===== src/rtl/xbus_arbiter.sv =====
// xbus_arbiter: round-robin two-master arbiter driving one decoder access per transaction
module xbus_arbiter #(
    parameter int ADDR_W   = 13,
    parameter int DATA_W   = 32,
    parameter int ERRCNT_W = 8
) (
    input  logic                clk,
    input  logic                rst,
    input  logic                m0_req,
    input  logic [ADDR_W-1:0]   m0_addr,
    input  logic                m0_we,
    input  logic [DATA_W-1:0]   m0_wdata,
    output logic                m0_ack,
    output logic                m0_err,
    output logic [DATA_W-1:0]   m0_rdata,
    input  logic                m1_req,
    input  logic [ADDR_W-1:0]   m1_addr,
    input  logic                m1_we,
    input  logic [DATA_W-1:0]   m1_wdata,
    output logic                m1_ack,
    output logic                m1_err,
    output logic [DATA_W-1:0]   m1_rdata,
    output logic [ADDR_W-1:0]   bus_addr,
    output logic                bus_sel,
    output logic                bus_we,
    output logic [DATA_W-1:0]   bus_wdata,
    input  logic [DATA_W-1:0]   bus_rdata,
    input  logic                bus_trap,
    output logic [ERRCNT_W-1:0] trap_cnt
);
    typedef enum logic [1:0] {IDLE, ACCESS, RESP} state_t;
    state_t state_q, state_d;
    logic last_q, last_d, gnt_q, gnt_d, win;
    logic [ADDR_W-1:0] addr_q, addr_d;
    logic we_q, we_d;
    logic [DATA_W-1:0] wdata_q, wdata_d;
    logic [1:0][DATA_W-1:0] rdata_q, rdata_d;
    logic [1:0] err_q, err_d;
    logic [ERRCNT_W-1:0] cnt_q, cnt_d;
    // on contention the master that did not win last time goes next
    assign win = (m0_req & m1_req) ? ~last_q : m1_req;
    always_comb begin
        state_d = state_q;
        last_d  = last_q;
        gnt_d   = gnt_q;
        addr_d  = addr_q;
        we_d    = we_q;
        wdata_d = wdata_q;
        rdata_d = rdata_q;
        err_d   = err_q;
        cnt_d   = cnt_q;
        case (state_q)
            IDLE: if (m0_req | m1_req) begin
                state_d = ACCESS;
                gnt_d   = win;
                last_d  = win;
                addr_d  = win ? m1_addr : m0_addr;
                we_d    = win ? m1_we : m0_we;
                wdata_d = win ? m1_wdata : m0_wdata;
            end
            ACCESS: begin
                state_d        = RESP;
                rdata_d[gnt_q] = bus_trap ? '0 : bus_rdata;
                err_d[gnt_q]   = bus_trap;
                cnt_d          = (bus_trap && !(&cnt_q)) ? cnt_q + ERRCNT_W'(1) : cnt_q;
            end
            default: state_d = IDLE;
        endcase
    end
    always_ff @(posedge clk) begin
        if (rst) begin
            state_q <= IDLE;
            last_q  <= 1'b1;
            gnt_q   <= 1'b0;
            addr_q  <= '0;
            we_q    <= 1'b0;
            wdata_q <= '0;
            rdata_q <= '0;
            err_q   <= '0;
            cnt_q   <= '0;
        end else begin
            state_q <= state_d;
            last_q  <= last_d;
            gnt_q   <= gnt_d;
            addr_q  <= addr_d;
            we_q    <= we_d;
            wdata_q <= wdata_d;
            rdata_q <= rdata_d;
            err_q   <= err_d;
            cnt_q   <= cnt_d;
        end
    end
    assign bus_sel   = state_q == ACCESS;
    assign bus_addr  = addr_q;
    assign bus_we    = we_q;
    assign bus_wdata = wdata_q;
    assign m0_ack    = (state_q == RESP) & ~gnt_q;
    assign m1_ack    = (state_q == RESP) & gnt_q;
    assign m0_rdata  = rdata_q[0];
    assign m1_rdata  = rdata_q[1];
    assign m0_err    = err_q[0];
    assign m1_err    = err_q[1];
    assign trap_cnt  = cnt_q;
endmodule

===== config.mk =====
export PLATFORM = sky130hd
export DESIGN_NAME = xbus_arbiter
export DESIGN_NICKNAME = d
export VERILOG_FILES = /design/src/rtl/xbus_arbiter.sv
export SDC_FILE = /design/constraint.sdc
export NUM_CORES = 1
export LEC_CHECK = 0
export CELL_PAD_IN_SITES_DETAIL_PLACEMENT = 0
export CELL_PAD_IN_SITES_GLOBAL_PLACEMENT = 1
export CORE_ASPECT_RATIO = 1.25
export CORE_MARGIN = 2
export CORE_UTILIZATION = 25
export DETAILED_ROUTE_END_ITERATION = 8
export PLACE_DENSITY_LB_ADDON = 0.12
export SETUP_SLACK_MARGIN = 0.05
export SLEW_MARGIN = 20
export SYNTH_ARGS = -nofsm -noshare
export SYNTH_HDL_FRONTEND = slang
export SYNTH_SLANG_ARGS = --single-unit
export TNS_END_PERCENT = 30

===== constraint.sdc =====
create_clock -name clk -period 2.3 [get_ports clk]
set_clock_uncertainty 0.05 [all_clocks]
set_input_delay 0.46 -clock clk [delete_from_list [all_inputs] [get_ports clk]]
set_output_delay 0.46 -clock clk [all_outputs]
set_load 0.02 [all_outputs]

==> flow_summary.yaml <==
placed_design:
  port_buffers: 251
  post_dp_cell_area_mm2: 0.00782
  post-place-cells: 1072
  routabilityCongestion: 0.789
  pre_cts_ws_ps: 191
  hpwl_um: 11100
timing:
  relSlewSlack: 0.635
  hold_viol_final: 0
  fin_crit_ps: 1990
  grt_setup_unrepaired: "no"
  timing.fmax_ghz: 0.502
  worstMarginPinSlew_ps: 533
  setup_violations: 0
  fin_ws_ps: 308
  fin_crit_sh: 0.866
  slew_viol_final: 0
  setup_tns_ps: 0
  holdWs_ps: 335
power:
  p_per_area_mw_per_mm2: 747
  leakage_nw: 3.05
  power_mw: 6.31
  peakVddDrop_mv: 0.487
hold_path:
  min_to: "trap_cnt[3]"
  hold_depth: 2
  hold_class: "input port to flop"
  hold_path.startpoint: "rst"
grt:
  grt_antenna_before_repair: 1
  use_met1: 0.174
  grt-busiest-layer: "met2"
  grt_util_all_layers: 0.152
  grt_pass1_vias: 4924
  grt_max_degree: 72
  grt_pass1_wl_um: 25100
  grt_use_met3: 0.0818
  overflow: 0
  gr-usage-met2: 0.240
setup_path:
  crit_path_cell_trace: "clkdlybuf4s50_1"
  crit_buf_inv: 1
  r2r-start: "trap_cnt[0]"
  startpoint_type: "flop"
  cp-end-kind: "output pin"
  critPathTopFamily: "buffers and inverters"
  reg2reg_depth: 5
  arrival_ps: 1480
  critPathKind: "flop to output pin"
  critPathMaxStageDelay_ps: 640
  reg2reg_slack_ps: 520
  crit_path_top_delay_cell: "clkdlybuf4s50_1"
  r2r-end: "trap_cnt[5]"
  crit_fanout: 6
  worstPathRequired_ps: 1790
finish:
  area_delta_synth_final_pct: 68.3
  drive_above_1_share: 0.0596
  nets: 956
  fill_cells: 1967
  stdcell_area_mm2: 0.00845
  fin_util: 0.432
  fin_cells: 1105
drt:
  wl_per_cell_um: 14.4
  via_count: 4862
  ant_nets: 0
  wl_um: 15900
  viasPerCell: 4.40
  drt_iter0_drc: 137
  drcViolationCount: 0
  dr.pass1.iters: 4
die:
  rows: 57
  die_w_um: 131
  ios: 252
  initial_utilization: 0.257
  die_h_um: 162
  core_mm2: 0.0195
  die_area_mm2: 0.0212
outcome:
  outcome: "finished clean"
clock_tree:
  cts_htree_levels: 4
  cts-hold-fix-buffers: 0
  numCtsBuffers: 17
  cts_tree: "yes"
  clk_transition_reported_paths_ps: 50
  cts.sinks: 124
  clockBufferDepth: 2
  clk_latency_ps: 410
  cts-root-buf: "clkbuf_16"
yosys:
  synth_top_cell_area_share: 0.495
  syn-cell-area_mm2: 0.00502
  synthCells: 590
  syn_area_per_cell_um2: 8.51
  ys_seq_elements: 124
  synth_top_area_cell: "dfxtp_1"
  ys_warn_count: 0
  ys_types: 34
  ys_async_sr_fraction: 0
  synth_edf_count: 0
  synth_top_cells_by_area: "dfxtp_1 49%, nand2_1 10%, mux2i_1 9.6%"
  synthFlopType: "dfxtp_1"
  syn_nets: 720
  synth-seq-area-share: 0.495
job:
  cap_violations: 0
==> registers in the layout, indices dropped and copies added, names as in the netlist <==
register and cells:
state_q 2, last_q 1, bus_wdata 32, gnt_q 1
m1_rdata 32, err_q 2, m0_rdata 32, trap_cnt 8
bus_we 1, bus_addr 13
==> synth_stat cells, drive strengths merged (2+ instances only) <==
cell / number
nor2b: 32
inv: 4
xnor2: 2
o31ai: 2
a211oi: 47
nor2: 55
o21ai: 2
buf: 18
a21oi: 70
mux2i: 48
nand2: 136
dfxtp: 124
nand3: 2
or4: 2
clkbuf: 28
nand2b: 2
==> per-layer routing <==
metal  wire length (um)  part of all wire  vias to the layer above
met5                  0                 0                        -
met4                334             0.021                        0
met3               1770              0.11                       20
met2               7190              0.45                      204
met1               6610              0.42                     2168
li1                   -                 -                     2470
==> cells by family after synthesis <==
| logic type | count (synthesis) | synth area share |
|---|---|---|
| compound gates | 124 | 0.151 |
| xor+xnor | 3 | 0.00524 |
| fa+ha+maj | 1 | 0.00249 |
| buf+inv | 50 | 0.0424 |
| flops | 124 | 0.495 |
| mux | 49 | 0.0980 |
| simple gates | 239 | 0.206 |
==> worst max path at each step <==
| stage | from | to | slack, ps | cells after the start |
|---|---|---|---|---|
| after floorplan | trap_cnt[0] | trap_cnt[5] | 540 | 5 |
| after global placement | bus_trap | trap_cnt[5] | 200 | 5 |
| after detailed placement | m0_req | bus_addr[1] | 190 | 6 |
| after CTS | state_q[1] | m1_ack | 60 | 2 |
| after global routing | trap_cnt[2] | trap_cnt[2] | 240 | 1 |
| final | trap_cnt[3] | trap_cnt[3] | 310 | 1 |
==> placed cells by master (no fill, tap or decap), drive strengths merged, types with 2 or more instances in the layout <==
master,instances
nor2b,32
xnor2,2
o21ai,2
bufinv,4
dfxtp,124
o31ai,2
mux2i,48
clkinvlp,2
nand2b,2
nor2,55
clkinv,5
clkbuf,21
a21oi,70
a211oi,47
clkdlybuf4s50,247
inv,4
dlygate4sd2,2
or4,2
nand2,136
buf,13
nand3,2
==> area by class of cell <==
cell class,count,area [um2],area share
multi-input cells,416,2340,0.277
inverters,4,15.0,0.00178
clock inverters,11,168,0.0199
well taps,265,332,0.0393
diodes,1,2.50,0.000296
flip-flops and latches,124,2480,0.294
clock buffers,21,450,0.0533
repair buffers,263,2650,0.314
==> where the power goes <==
part | switching [mW] | internal, mW | total (mW)
clock network | 0.977 | 1.84 | 2.81
registers | 0.0779 | 2.28 | 2.36
logic | 0.556 | 0.582 | 1.14
total | 1.61 | 4.70 | 6.31
==> repair_timing <==
action / in CTS / in global routing
endpoints found under the setup margin: 2 / 1
pin swaps: 0 / 0
buffers inserted: 0 / 0
gates resized for setup: 3 / 2
hold endpoints to repair: 0 / 0
Note: power is estimated with default switching activity, not from simulation.
